===== config.mk =====
export PLATFORM = sky130hd
export DESIGN_NAME = gfm_stream_extender
export DESIGN_NICKNAME = d
export VERILOG_FILES = /design/src/rtl/gfm_pkg.sv /design/src/rtl/base_onehot_enc.sv /design/src/rtl/gfm_stream_extender.sv
export SDC_FILE = /design/constraint.sdc
export NUM_CORES = 1
export LEC_CHECK = 0
export CAP_MARGIN = 5
export CORE_UTILIZATION = 46
export DETAILED_ROUTE_END_ITERATION = 8
export PLACE_DENSITY = 0.75
export SLEW_MARGIN = 25
export SYNTH_ARGS = -nofsm -noshare
export SYNTH_HDL_FRONTEND = slang
export SYNTH_SLANG_ARGS = --single-unit

===== constraint.sdc =====
create_clock -name clk -period 2.1 [get_ports clk]
set_input_delay 0.315 -clock clk [delete_from_list [all_inputs] [get_ports clk]]
set_output_delay 0.315 -clock clk [all_outputs]
set_load 0.01 [all_outputs]

===== src/rtl/gfm_pkg.sv =====
// -----------------------------------------------------------------------------
// gfm_pkg
// Shared definitions for the GFM stream extender slice.
//   - base_e      : 2-bit nucleotide code (A=00, C=01, G=10, T=11)
//   - BASE_LEN    : bits per packed base
//   - ONE_HOT_LEN : bits per one-hot encoded base
//   - state_e     : job sequencer states (IDLE accepts jobs, RUN emits beats)
// -----------------------------------------------------------------------------
package gfm_pkg;

    localparam int BASE_LEN    = 2;
    localparam int ONE_HOT_LEN = 4;

    typedef enum logic [BASE_LEN-1:0] {
        A = 2'b00,
        C = 2'b01,
        G = 2'b10,
        T = 2'b11
    } base_e;

    typedef enum logic {
        IDLE = 1'b0,
        RUN  = 1'b1
    } state_e;

endpackage


===== src/rtl/base_onehot_enc.sv =====
// -----------------------------------------------------------------------------
// base_onehot_enc
// Combinational expansion of one packed 2-bit base into a 4-bit one-hot code.
// Ports:
//   base   (in,  BASE_LEN)    : packed base code
//   onehot (out, ONE_HOT_LEN) : A->0001, C->0010, G->0100, T->1000
// -----------------------------------------------------------------------------
module base_onehot_enc
    import gfm_pkg::*;
(
    input  logic [BASE_LEN-1:0]    base,
    output logic [ONE_HOT_LEN-1:0] onehot
);

    always_comb begin
        onehot = '0;
        case (base_e'(base))
            A:       onehot = 4'b0001;
            C:       onehot = 4'b0010;
            G:       onehot = 4'b0100;
            T:       onehot = 4'b1000;
            default: onehot = '0;
        endcase
    end

endmodule


===== src/rtl/gfm_stream_extender.sv =====
// -----------------------------------------------------------------------------
// gfm_stream_extender
// Accepts a job made of one packed DNA fragment plus a list of k-mer indices and
// streams it out as beats: for every valid index slot k, the whole fragment is
// replayed in PARTS beats of BASES_PER_BEAT one-hot bases, each tagged with the
// slot's index re-centred by OFFSET.
//
// Ports:
//   clk, rst_n        : clock, asynchronous active-low reset
//   flush             : synchronous abort of the job in progress (no done)
//   in_valid/in_ready : job handshake; in_ready is high only while IDLE
//   in_fragment       : 2*FRAG_BASES bits, base 0 at the LSBs
//   in_kmer_indices   : MAX_IDX slots of INDICE_LEN bits, slot 0 at the LSBs
//   in_idx_count      : number of valid slots, saturated to MAX_IDX
//   out_valid/out_ready : beat handshake
//   out_gfm           : one-hot bases of the current part, base j at [4j+:4]
//   out_index         : signed {0,idx}-OFFSET of the current slot
//   out_part          : part number of the current beat
//   out_first/out_last: first / final beat of the job
//   done              : one-cycle pulse after a job completes normally
// -----------------------------------------------------------------------------
module gfm_stream_extender
    import gfm_pkg::*;
#(
    parameter int FRAG_BASES     = 8,
    parameter int BASES_PER_BEAT = 2,
    parameter int KMER_SIZE      = 4,
    parameter int MAX_IDX        = 4,
    parameter int INDICE_LEN     = 3,
    localparam int PARTS         = FRAG_BASES / BASES_PER_BEAT,
    localparam int OUT_IDX_W     = INDICE_LEN + 1,
    localparam int CNT_W         = $clog2(MAX_IDX + 1),
    localparam int PART_W        = (PARTS > 1) ? $clog2(PARTS) : 1
) (
    input  logic                            clk,
    input  logic                            rst_n,
    input  logic                            flush,
    input  logic                            in_valid,
    output logic                            in_ready,
    input  logic [BASE_LEN*FRAG_BASES-1:0]  in_fragment,
    input  logic [MAX_IDX*INDICE_LEN-1:0]   in_kmer_indices,
    input  logic [CNT_W-1:0]                in_idx_count,
    output logic                            out_valid,
    input  logic                            out_ready,
    output logic [ONE_HOT_LEN*BASES_PER_BEAT-1:0] out_gfm,
    output logic [OUT_IDX_W-1:0]            out_index,
    output logic [PART_W-1:0]               out_part,
    output logic                            out_first,
    output logic                            out_last,
    output logic                            done
);

    localparam int OFFSET    = (FRAG_BASES - KMER_SIZE) >> 1;
    localparam int BEAT_BITS = BASE_LEN * BASES_PER_BEAT;

    localparam logic [OUT_IDX_W-1:0] OFFSET_V  = OUT_IDX_W'(OFFSET);
    localparam logic [PART_W-1:0]    LAST_PART = PART_W'(PARTS - 1);
    localparam logic [CNT_W-1:0]     MAX_CNT   = CNT_W'(MAX_IDX);

    // Reject parameter sets that would leave a partial final beat or a k-mer
    // longer than the fragment it is taken from.
    if (FRAG_BASES % BASES_PER_BEAT != 0) begin : g_bad_split
        $error("gfm_stream_extender: BASES_PER_BEAT must divide FRAG_BASES");
    end
    if (KMER_SIZE > FRAG_BASES) begin : g_bad_kmer
        $error("gfm_stream_extender: KMER_SIZE must not exceed FRAG_BASES");
    end

    state_e                         state_q, state_d;
    logic [PART_W-1:0]              p_q, p_d;
    logic [CNT_W-1:0]               k_q, k_d;
    logic [CNT_W-1:0]               count_q, count_d;
    logic                           done_q, done_d;

    logic [BASE_LEN*FRAG_BASES-1:0] frag_q;
    logic [MAX_IDX*INDICE_LEN-1:0]  idx_q;

    logic                           running;
    logic                           accept;
    logic                           is_last;
    logic [CNT_W-1:0]               count_sat;
    logic [BEAT_BITS-1:0]           beat_bases;
    logic [ONE_HOT_LEN*BASES_PER_BEAT-1:0] gfm_raw;
    logic [INDICE_LEN-1:0]          slot_idx;
    logic [OUT_IDX_W-1:0]           index_raw;

    // Counts above the slot capacity are clamped so the slot walk never reads
    // past the last latched index.
    always_comb begin
        count_sat = in_idx_count;
        if (in_idx_count > MAX_CNT) begin
            count_sat = MAX_CNT;
        end
    end

    assign running = (state_q == RUN);
    assign accept  = (state_q == IDLE) && in_valid;
    assign is_last = (k_q == (count_q - CNT_W'(1))) && (p_q == LAST_PART);

    // Control state: the only reset-affected registers. Everything the
    // outputs depend on that is not data goes back to zero here.
    always_ff @(posedge clk or negedge rst_n) begin
        if (!rst_n) begin
            state_q <= IDLE;
            p_q     <= '0;
            k_q     <= '0;
            count_q <= '0;
            done_q  <= 1'b0;
        end else begin
            state_q <= state_d;
            p_q     <= p_d;
            k_q     <= k_d;
            count_q <= count_d;
            done_q  <= done_d;
        end
    end

    // Job payload is captured without reset: it is only observed while RUN,
    // and the outputs are forced to zero outside RUN.
    always_ff @(posedge clk) begin
        if (accept) begin
            frag_q <= in_fragment;
            idx_q  <= in_kmer_indices;
        end
    end

    // Sequencer. IDLE takes a job (an empty job finishes immediately with a
    // done pulse); RUN walks part p fastest, then slot k. A flush in RUN
    // beats a coincident handshake and suppresses done; flush in IDLE is
    // deliberately ignored so it cannot block an acceptance.
    always_comb begin
        state_d = state_q;
        p_d     = p_q;
        k_d     = k_q;
        count_d = count_q;
        done_d  = 1'b0;

        case (state_q)
            IDLE: begin
                if (in_valid) begin
                    count_d = count_sat;
                    p_d     = '0;
                    k_d     = '0;
                    if (count_sat != '0) begin
                        state_d = RUN;
                    end else begin
                        done_d = 1'b1;
                    end
                end
            end

            RUN: begin
                if (flush) begin
                    state_d = IDLE;
                    p_d     = '0;
                    k_d     = '0;
                end else if (out_ready) begin
                    if (is_last) begin
                        state_d = IDLE;
                        done_d  = 1'b1;
                        p_d     = '0;
                        k_d     = '0;
                    end else if (p_q == LAST_PART) begin
                        p_d = '0;
                        k_d = k_q + CNT_W'(1);
                    end else begin
                        p_d = p_q + PART_W'(1);
                    end
                end
            end

            default: begin
                state_d = IDLE;
            end
        endcase
    end

    // Bases belonging to the current part, handed to one encoder per base.
    assign beat_bases = frag_q[int'(p_q)*BEAT_BITS +: BEAT_BITS];

    for (genvar g = 0; g < BASES_PER_BEAT; g++) begin : g_enc
        base_onehot_enc u_enc (
            .base   (beat_bases[g*BASE_LEN +: BASE_LEN]),
            .onehot (gfm_raw[g*ONE_HOT_LEN +: ONE_HOT_LEN])
        );
    end

    // The index is zero-extended by one bit and re-centred; the subtraction
    // wraps modulo 2^OUT_IDX_W, giving a two's-complement result.
    assign slot_idx  = idx_q[int'(k_q)*INDICE_LEN +: INDICE_LEN];
    assign index_raw = {1'b0, slot_idx} - OFFSET_V;

    assign in_ready  = (state_q == IDLE);
    assign out_valid = running;
    assign out_gfm   = running ? gfm_raw : '0;
    assign out_index = running ? index_raw : '0;
    assign out_part  = running ? p_q : '0;
    assign out_first = running && (k_q == '0) && (p_q == '0);
    assign out_last  = running && is_last;
    assign done      = done_q;

endmodule

---- Yosys cells after proc, flatten, opt, wreduce, memory -nomap -nowiden ----
Cells that the tools add are included.
storage, ports and cells
  output and inout port bits .............. 19
  flip-flop bits (word level) ............. 38
  input port bits ......................... 36
  word-level logic and storage cells ...... 70
operators by class
  $add $sub $neg .......................... 4
  bitwise logic cells ..................... 1
  eq/ne operators ......................... 11
  multipliers ............................. 1
  muxes and demuxes ....................... 30
  $lt $le $gt $ge ......................... 1
  reductions and logical operators ........ 13
  shifts and indexed selects .............. 2
operators with widths
  cell                                                   count
  case mux 4 bit (4 select lines)                        2
  2-to-1 mux 3 bit                                       6
  variable part select 16 x 5 -> 4 bit                   1
  2-to-1 mux 2 bit                                       6
  variable part select 12 x 6 -> 3 bit                   1
  equality test 2 bit (second input constant)            5
  2-to-1 mux 1 bit                                       10
  2-to-1 mux 8 bit                                       1
  logical NOT 2 bit                                      3
  case mux 3 bit (2 select lines)                        1
  logical AND 1 bit                                      5
  multiplier 3 x 2 -> 5 bit (second input constant)      1
  equality test 2 x 1 -> 1 bit (second input constant)   2
  2-to-1 mux 4 bit                                       1
  != test 4 x 2 -> 1 bit (second input constant)         1
  case mux 1 bit (2 select lines)                        2
  case mux 2 bit (2 select lines)                        1
  AND reduction 2 bit                                    2
  subtractor 3 x 2 -> 4 bit (second input constant)      1
  adder 3 x 1 -> 3 bit (second input constant)           1
  equality test 3 bit                                    1
  greater-than comparator 3 bit (second input constant)  1
  logical NOT 3 bit                                      1
  != test 3 bit (second input constant)                  1
  other kinds (6)                                        6

---- Longest topological paths before layout ----
Gate-level depths: netlist of the first run.
  depth in word-level cells ............... 7
  gate-level depth with buffers ........... 7
  gate-level depth less buffers ........... 6

---- Modules after synthesis ----
From an unflattened synthesis of the first run, not the netlist that was laid out.
second synthesis, totals
  cell total of the unflattened synthesis .. 121
  area, all modules ....................... 1,778.0 µm²
by module, submodules not included
  module               sequential area each (µm²)  cells each  times used  area an instance (µm²)
  gfm_stream_extender  1,091.0                     113         1           1,725.4
  base_onehot_enc      0.0                         4           2           26.3

---- Worst setup path before layout of the first run ----
No wires, ideal clock.
  path type ............................... register to register
  start point ............................. reg state_q (netlist: out_valid)
  end point ............................... reg frag_q[0], enable pin
  cell stages (with the launch flop) ...... 5
  data arrival time ....................... 1.517 ns
  slack ................................... 0.198 ns
  buffers on the path ..................... 1
  period minus slack after synthesis ...... 1.902 ns
  setup time .............................. 0.384 ns
  data required time ...................... 1.716 ns
  path through ............................ dfrtp_1 > clkbuf_1 > inv_2 > nand2_1 > inv_1
on the way
  word-level cells in the longest chain between the ends .. 2
ends and longest elaborated chain
  element                 RTL line                    text
  from (decl)             gfm_stream_extender.sv:69   state_e state_q, state_d;
  from (signal assigned)  gfm_stream_extender.sv:110  state_q <= state_d;
  NOT 1 bit               -
  net in_ready            gfm_stream_extender.sv:39   output logic in_ready,
  logical AND 1 bit       gfm_stream_extender.sv:97   assign accept = (state_q == IDLE) && in_valid;
  net accept              gfm_stream_extender.sv:79   logic accept;
  to (signal assigned)    gfm_stream_extender.sv:122  frag_q <= in_fragment;
  to (decl)               gfm_stream_extender.sv:75   logic [BASE_LEN*FRAG_BASES-1:0] frag_q;
The timed path passes the listed nets, and every way through them passes these cells.
A chain may end at the register's enable or synchronous reset.

---- Worst setup path after layout of the first run ----
  start point ............................. reg p_q[0]
  end point ............................... out out_gfm[6]
on the way
  word-level cells in the longest chain between the ends .. 4
  elaborated cells between the ends (all ways) .. 7
  those cells by class .................... eq/ne: 3; shift: 1; mux: 2; reduce/logical: 1
ends and longest elaborated chain
  element                                      RTL line                    text
  from (decl)                                  gfm_stream_extender.sv:70   logic [PART_W-1:0] p_q, p_d;
  from (signal assigned)                       gfm_stream_extender.sv:111  p_q <= p_d;
  variable part select 16 x 5 -> 4 bit *       gfm_stream_extender.sv:179  assign beat_bases = frag_q[int'(p_q)*BEAT_BITS +: BEAT_BITS];
  equality test 2 bit (tied with other cells)  base_onehot_enc.sv:17       case (base_e'(base))
  case mux 4 bit (4 select lines) *            base_onehot_enc.sv:17
  2-to-1 mux 8 bit *                           gfm_stream_extender.sv:195  assign out_gfm = running ? gfm_raw : '0;
  to (decl)                                    gfm_stream_extender.sv:45   output logic [ONE_HOT_LEN*BASES_PER_BEAT-1:0] out_gfm,
Every way passes the cells marked *; elsewhere a longest branch is shown, timed or not.

==> results of run 1 <==
==> cell type report <==
class	instances	share of cell area
clock buffer	7	0.03394
clock inverter	1	0.01181
inverter	8	0.01181
multi-input combinational	68	0.2435
sequential	38	0.4299
tap	46	0.02263
timing repair buffer	70	0.2464
==> state kept, by name, indices dropped and copies added (netlist names) <==
register,cells
frag_q,16
idx_q,12
count_q,3
k_q,3
p_q,2
done,1
out_valid,1
==> where the power goes <==
part / total (µW) / switching, µW / internal [µW]
Sequential: 916 / 33.0 / 883
Combinational: 487 / 211 / 276
Clock: 634 / 247 / 387
==> cells by family (layout without fill, tap and decap cells) <==
group,Yosys count,count (layout),share of synthesized area
compound gates,13,13,0.05460
xor+xnor,3,3,0.02299
fa+ha+maj,6,6,0.04310
buf+inv,12,86,0.03089
flops,38,38,0.6264
mux,10,10,0.1092
simple gates,36,36,0.1128
==> worst min path at each step <==
stage	start	to	slack, ps	depth (start not counted)
2_1_floorplan	rst_n	count_q[0]	20	0
6_report	rst_n	done	340	1
5_1_grt	rst_n	done	360	1
3_5_place_dp	count_q[2]	count_q[2]	500	1
4_1_cts	rst_n	done	360	1
3_3_place_gp	count_q[2]	count_q[2]	500	1
==> cell usage in the layout (no fill, tap or decap), drive strengths merged, types with 2 or more instances in the layout <==
cell            n
a22o            2
and3            2
o21ai           4
a21o            2
clkbuf         12
dfrtp          10
inv             8
nor2            7
mux2            2
ha              6
mux4            7
edfxtp         28
nor3b           2
buf            22
nor3            6
xor2            2
or3b            2
clkdlybuf4s50  40
nand2b          3
clkdlybuf4s15   3
and2            3
nand2           8
==> cells in the mapped netlist, drive strengths merged <==
master,number,area share
a21o,2,0.0086
a21oi,1,0.0029
a22o,2,0.010
a32o,1,0.0057
and2,3,0.011
and2b,1,0.0043
and3,2,0.0072
and4,1,0.0050
buf,2,0.0093
clkbuf,2,0.0043
dfrtp,10,0.14
edfxtp,28,0.48
ha,6,0.043
inv,8,0.017
mux2,2,0.013
mux2i,1,0.0057
mux4,7,0.091
nand2,8,0.017
nand2b,3,0.011
nor2,7,0.015
nor2b,1,0.0036
nor3,6,0.020
nor3b,2,0.0086
o21ai,4,0.011
o22ai,1,0.0036
o31ai,1,0.0072
o32ai,1,0.0050
or3b,2,0.010
xnor3,1,0.013
xor2,2,0.010
==> metrics by stage <==
stage	utilization	cell area, µm²
6_report	0.7334	2544
5_1_grt	0.7334	2544
4_1_cts	0.7327	2541
3_5_place_dp	0.6872	2384
3_3_place_gp	0.6872	2384
2_1_floorplan	-	1742
==> layer usage <==
layer,global-route usage,share of wire
met1,0.2422,0.41
met2,0.3537,0.53
met3,0.05978,0.052
met4,0.06818,0.013
met5,0,0
==> repair_timing <==
action	4_1_cts	5_1_grt
gates resized for setup	39	19
setup endpoints to repair	14	13
pin swaps	0	2
gates cloned	0	0
setup buffers	8	1
hold endpoints to repair	0	0
==> impl_results.md, run 1 <==
- Placed cell count: 223
- Maxcap violations: 0
- Setup WS pre-CTS: -130.5 ps
- Worst R2R Start: p_q[0]
- Initial DRT Pass Iterations: 4
- Tot Pwr: approximately 2000 µW
- CP max stage delay: ~540 ps
- Global-route wire length before repair: 6120 µm
- Wire per inst: ~15 µm
- Worst r2r path cells: 8
- Critical path's slowest cell: mux4_2
- Largest net degree at the start of global routing: 21
- Hold Buf Count CTS: 0
- Min cycle time layout: 2129 ps
- Fmax achieved: 0.4697 GHz
- Yosys cell types: 34
- # rows: 21
- CP Cell Sequence: buf_6 > mux4_2 > buf_6 > nor3b_2 > buf_2
- Die Y: 63.53 µm
- P_leak: 0.001031 µW
- Via density: 5.210
- Ratio of cells with drive above 1 in the final layout: 0.2760
- Syn Area/Cell: approximately 15 µm²
- Residual DRC: 0
- Failing checks: setup timing
- Footprint of the multi-input gates: 619.3 µm²
- First DRT Iteration DRCs: 41
- Worst Path Required: about 1800 ps
- Crit. Startpoint: p_q[0]
- Worst R2R End: k_q[1]
- DP HPWL: 2544 µm
- Hold Crit Class: input port to asynchronous set/reset pin
- Storage cell area: 0.001094 mm²
- Synth Instances: 118
- Most frequent CP cell: buf_6
- Worst slew margin: 0.6904
- Run status: complete, but fails checks
- Global placement routability congestion: 0.7781
- Root Driver: clkbuf_8
- Final Skew: 7.185 ps
- CP startpoint kind: flip-flop
- Synth Cell Area: 0.001742 mm²
- Min Hold Slack: 340.3 ps
- DIE AREA: roughly 0.0040 mm²
- Finished Layout Cells: about 240
- Register area share after synthesis: 0.6264
- Final setup violation count: 3
- DRT Wirelength: 3651 µm
- VDD IR max: 0.5603 mV
- Final ANT Viol Nets: 0
- Clock transition at path regs: 70 ps
- Final Hold Fails: 0
- Critical Path Sink: out_gfm[6]
- GRT overflow: 0
- Syn_nets: 160
- Setup TNS: -49.61 ps
- Slew Limit Fails: 0
- CORE AREA: 0.003468 mm²
- Worst EP arrival: roughly 1800 ps
- Initial antenna violation count: 0
- Final worst slack: -28.86 ps
- Buf/Inv on CP: 3
- Clk_lat worst skew: 290 ps
- # fillers: 250
- Post-route clock period utilization: 1.014
- Via Count: 1240
- # nets final: approximately 230
- CTS Buffer Depth: 2
- Antenna diodes: 0
- Synthesis Warnings: 0
- CP delay by family, top: multiplexers
- # clock sinks: 38
- Pwr dens: 800.9 mW/mm²
- Vias in the first global route: 1362
- Top-level I/O count: 55
- Port Buffers: 54
- CTS buffer count: 5
- Initial Utilization: 0.5022
- Worst Path Max Fanout: 4
- Synthesized flop and latch total: 38
- Critical path endpoint category: primary output
- Reg2reg setup slack: 380 ps
- All-Layer GR Usage: 0.2048
- RSZ-0062 raised after global routing: yes
- Die W: 63.53 µm
- Layout Area Growth over Synthesis: 46.05%
- CP Depth: 5
- Worst-Margin Slew: 463.0 ps
- Setup CP Type: flip-flop to primary output
- H-Tree Depth: 2
- CTS tree: done
Note: power is estimated with default switching activity, not from simulation.
==> run 2, diff against run 1 <==
--- a/config.mk
+++ b/config.mk
@@ -8,7 +8,7 @@
 export CAP_MARGIN = 5
 export CORE_UTILIZATION = 46
 export DETAILED_ROUTE_END_ITERATION = 8
-export PLACE_DENSITY = 0.75
+export PLACE_DENSITY = 0.86
 export SLEW_MARGIN = 25
 export SYNTH_ARGS = -nofsm -noshare
 export SYNTH_HDL_FRONTEND = slang
==> impl_results.md, run 2 (synthesis gave the netlist of run 1 again) <==
- Run status: complete, but fails checks
- Failing checks: setup timing
- Cell Int Power: 1516 µW
- Commonest cells after routing, fill and taps aside: clkdlybuf4s50_1, edfxtp_1, buf_4
- Final ANT Viol Nets: 0
- CP delay by family, top: multiplexers
- Wire per inst: ~17 µm
- CP startpoint kind: flip-flop
- # nets final: 234
- Hold Crit Class: input port to asynchronous set/reset pin
- Root Driver: clkbuf_8
- Worst Path Required: 1780 ps
- DP HPWL: around 2800 µm
- Critical path's slowest cell: mux4_2
- Port Buffers: 54
- CTS Buffer Depth: 2
- Hold Buf Count CTS: 0
- GR peak layer: met2
- P_leak: 0.001022 µW
- # rows: 21
- Fmax achieved: 0.4568 GHz
- Placed cell count: 221
- Global placement routability congestion: 0.8209
- Final Skew: 3.411 ps
- Clk_lat worst skew: 280 ps
- Layout Area Growth over Synthesis: 44.97%
- Final worst slack: -89.25 ps
- Area of placed instances: 0.002369 mm²
- All-Layer GR Usage: 0.2182
- Slew Limit Fails: 0
- Worst slew margin: 0.6589
- CP Cell Sequence: buf_4 > mux4_2 > nand2b_1 > ha_1 > nor2_1 > buf_2
- Initial DRT Pass Iterations: 3
- Antenna diodes: 0
- Initial Utilization: 0.5022
- Top-level I/O count: between 50 and 60
- Finished Layout Cells: 239
- CP max stage delay: 490 ps
- Maxcap violations: 0
- Pwr dens: 796.8 mW/mm²
- Setup CP Type: flip-flop to primary output
- Ratio of cells with drive above 1 in the final layout: 0.2798
- VDD IR max: 0.5450 mV
- Setup TNS: -227.6 ps
- Largest net degree at the start of global routing: 22
- Final Hold Fails: 0
- First DRT Iteration DRCs: 84
- Setup WS pre-CTS: -163.1 ps
- Initial antenna violation count: 0
- Die W: around 64 µm
- Clock power frac: 0.295
- Met2 Use GR: 0.3737
- Global-route wire length before repair: 6472 µm
- Reg2reg setup slack: a little under 400 ps
- Net Sw Power: ~500 µW
- DRT Wirelength: 3970 µm
- # fillers: 239
- Logic pwr share: 0.251
- Residual DRC: 0
- M3 GR Usage: 0.05797
- Critical path endpoint category: primary output
- Worst Path Max Fanout: 3
- Max reg flops: 16
- CORE AREA: about 0.0035 mm²
- Routing usage on met1: 0.2485
- RSZ-0062 raised after global routing: yes
- Commonest non-fill, non-tap cell in the layout: clkdlybuf4s50_1
- Worst-Margin Slew: 510.1 ps
- Min cycle time layout: between 2000 and 2500 ps
- # clock sinks: 38
- CTS tree: done
- Switching part of the total: 0.2466
- DIE AREA: approximately 0.0040 mm²
- H-Tree Depth: 2
- Buf/Inv on CP: 2
- Via density: between 5 and 6
- Share of total power in sequential cells: 0.454
- Worst EP arrival: 1870 ps
- Final setup violation count: 4
- Via Count: 1270
- Largest reg by FF count: frag_q
- Biggest regs: frag_q x16, idx_q x12
- Design Area, Final: 0.002525 mm²
- Vias in the first global route: 1395
- CTS buffer count: 5
- Clock transition at path regs: 70 ps
- Die Y: 63.53 µm
- Post-route clock period utilization: 1.042
- GRT overflow: 0
## run 2: changes by cell type in the layout (fill, tap and decap cells not counted), moves of 2 or more
| cell | change |
|---|---|
| buf_6 | -3 |
| inv_2 | +2 |
| buf_4 | +2 |
| inv_1 | -2 |
| nor3_1 | +2 |
| nor3_2 | -2 |
## run 2: timing repair
item,in CTS,in global routing
hold endpoints to repair,0,0
pin swaps,1,3
setup buffers,7,4
endpoints found under the setup margin,14,11
gates resized for setup,34,25
## run 2: final cells by class
type	instances	area [µm²]	share of cell area
repair buffers	71	628.1	0.2488
well taps	46	57.56	0.02279
clock inverters	1	30.03	0.01189
flip-flops and latches	38	1094	0.4331
inverters	8	30.03	0.01189
clock buffers	7	76.32	0.03023
multi-input cells	68	609.3	0.2413
## run 2: worst reg2reg max path, delay by kind of cell, from the launching register on
family                     cells  cell delay (ps)
xor gates and xnor gates       1              210
adders and majority gates      1              160
buffers and inverters          2              220
DFF                            1              400
muxes                          1              190
and+or+nand+nor                2              460
## run 2: worst paths after layout
kind / to / from / depth (start not counted)
min in group clk: count_q[2] / count_q[2] / 1
setup / recovery: out_index[2] / k_q[0] / 6
hold / removal: out_valid / rst_n / 1
max in group asynchronous: k_q[2] / rst_n / 1
hold reg to reg: count_q[2] / count_q[2] / 1
setup reg to reg: k_q[0] / count_q[0] / 7
## run 2: routing by layer
layer / up-vias / wire (µm)
li1: 583 / -
met1: 643 / 1603
met2: 34 / 2100
met3: 10 / 163
met4: 0 / 103
met5: - / 0
## run 2: per-stage QoR
step / power [µW] / util / hold WS [ps]
after detailed placement: 1396 / 0.6829 / 512.9
after CTS: 2011 / 0.7262 / 370.1
after global routing: 2114 / 0.7280 / 402.3
after global placement: 1368 / 0.6829 / 494.2
final: 2012 / 0.7280 / 366.8
after floorplan: 1160 / - / 19.41
## run 2: power by group through the flow
stage	sequential, µW	clock (µW)	combinational, µW
final	914	593	505
after global routing	919	647	547
after CTS	914	613	484
after detailed placement	933	0	464
after global placement	928	0	440
after floorplan	920	0	240
==> variant, RTL diff (flow settings as in run 2) <==
Set the parameter `INDICE_LEN` to 6 (it was 3).
--- a/src/rtl/gfm_stream_extender.sv
+++ b/src/rtl/gfm_stream_extender.sv
@@ -26,7 +26,7 @@
     parameter int BASES_PER_BEAT = 2,
     parameter int KMER_SIZE      = 4,
     parameter int MAX_IDX        = 4,
-    parameter int INDICE_LEN     = 3,
+    parameter int INDICE_LEN     = 6,
     localparam int PARTS         = FRAG_BASES / BASES_PER_BEAT,
     localparam int OUT_IDX_W     = INDICE_LEN + 1,
     localparam int CNT_W         = $clog2(MAX_IDX + 1),
Interface: changed (resized in_kmer_indices and out_index); port bits go from 55 to 70. The function was not compared with the original's and may differ.
==> variant against run 2 <==
- the flow still finishes with violations (setup timing)
- power rose by 48%
- design area is 32% higher
- routed wire length up 29%
- via count is 28% higher
- area after synthesis is 29% higher
- worst setup slack worse by 0.38 ns
- final cell count increased by 27%
- combinational power up 110%
- sequential cell count increased by 12
- critical path type unchanged
==> variant: results (changes against run 2) <==
Status
  • Outcome: complete, but fails checks
  • Failing checks: setup timing

GRT
  • Vias in the first global route: 1649 (+18%)
  • First-pass GRT wire length: 7810 um (+21%)
  • GR Util All Layers: 20.12% (-1.7 points)
  • Largest net degree at the start of global routing: 34 (+55%)

Placed design
  • Inst Count DP: 290 (+31%)
  • # port buffers: 69 (+28%)
  • DP HPWL: 3552 um (+27%)
  • Post-DP Area: 3124 um2 (+32%)
  • DP Worst Slack: -0.6821 ns (-0.5190 ns)

Final layout
  • CLK BUF: 6 (-1)
  • Fraction of layout cells with a size suffix above 1: 30.80% (+2.8 points)
  • Inverters: 11 (+3)
  • Reg area: 1454 um2 (+33%)
  • Non-Clock Buffer Count: 93 (+31%)
  • Non-clock buffering overhead: 25.28% (+0.41 points)
  • Multi-input gates: 88 (+29%)
  • Final core utilization: 70.99% (-1.8 points)
  • Clock tree cell share of total cell area: 3.193% (-1.0 points)
  • Fill count: 308 (+29%)
  • Nets: 303 (+29%)

Route
  • First drt pass iteration count: 4 (+1)
  • Avg Vias per Cell: 5.332 (+0.35%)
  • Detail Route met3 WL: 226 um (+39%)
  • WL met2: 2747 um (+31%)
  • Drt total wl: 5107 um (+29%)
  • Wire length per cell: 16.80 um (+1.1%)
  • Iter 0 DRT Violations: 208 (+150%)

STA
  • Final TNS setup: -1.336 ns (-1.108 ns)
  • Final Skew: 0.004200 ns (+0.0007886 ns)
  • Final Setup Violations: 8 (+4)
  • Worst slew pin tran: 0.5641 ns (+0.05403 ns)
  • Final worst-path setup slack: -0.4653 ns (-0.3760 ns)

Logic synthesis
  • Synth Area in Compound Gates: 5.633% (+0.17 points)
  • Adder-cell share of the synthesized area: 3.346% (-0.96 points)
  • XOR/XNOR Fraction of Synth Area: 2.175% (-0.12 points)
  • Synth Net Count: 208 (+30%)
  • Post-synth top cells: 40 x edfxtp_1, 19 x nand2_1, 12 x nor2_1
  • Mux cell area share after synthesis: 11.60% (+0.68 points)
  • Netlist cell types: 35 (+2.9%)
  • Syn Area/Cell: 14.57 um2 (-1.3%)

Setup path
  • Worst reg2reg endpoint: k_q[2]
  • WP data arrival: 2.25 ns (+0.38 ns)
  • CP peak stage delay: 0.55 ns (+0.06 ns)
  • R2R Setup Slk: -0.04 ns (-0.43 ns)

Power
  • Comb pwr share: 36.0% (+11 points)
  • VDD IR-drop max: 574.6 uV (+5.4%)
  • Leak pwr: 1.313 nW (+28%)
  • Switching pwr: 0.8706 mW (+75%)

Clock network
  • Clock transition at path regs: 0.09 ns (+0.02 ns)
  • Clk sinks: 50 (+32%)
variant: changes by cell type after synthesis, moves of 3 or more:
cell | before | now
nand2_1 | 8 | 19
nor2_1 | 7 | 12
inv_1 | 7 | 10
mux4_1 | 0 | 4
edfxtp_1 | 28 | 40
and2_1 | 3 | 0
o21ai_0 | 2 | 5
variant: timing repair:
item,CTS,global route
pin swaps,7,7
setup endpoints to repair,17,16
setup buffers,3,4
resized for setup,71,27
variant: layer usage:
layer / track usage (%) / vias to the layer above
met5: 0 / -
met4: 4.139 / 0
met2: 35.22 / 59
met3: 4.079 / 4
met1: 26.15 / 792
li1: - / 766
variant: worst min-delay path by stage:
stage | startpoint | end | slack, ns | cells past startpoint
finish | rst_n | k_q[2] | 0.34 | 1
global route | rst_n | k_q[2] | 0.36 | 1
detailed placement | count_q[2] | count_q[2] | 0.48 | 2
global placement | count_q[2] | count_q[2] | 0.48 | 2
floorplan | rst_n | count_q[0] | 0.02 | 0
CTS | rst_n | k_q[2] | 0.35 | 1
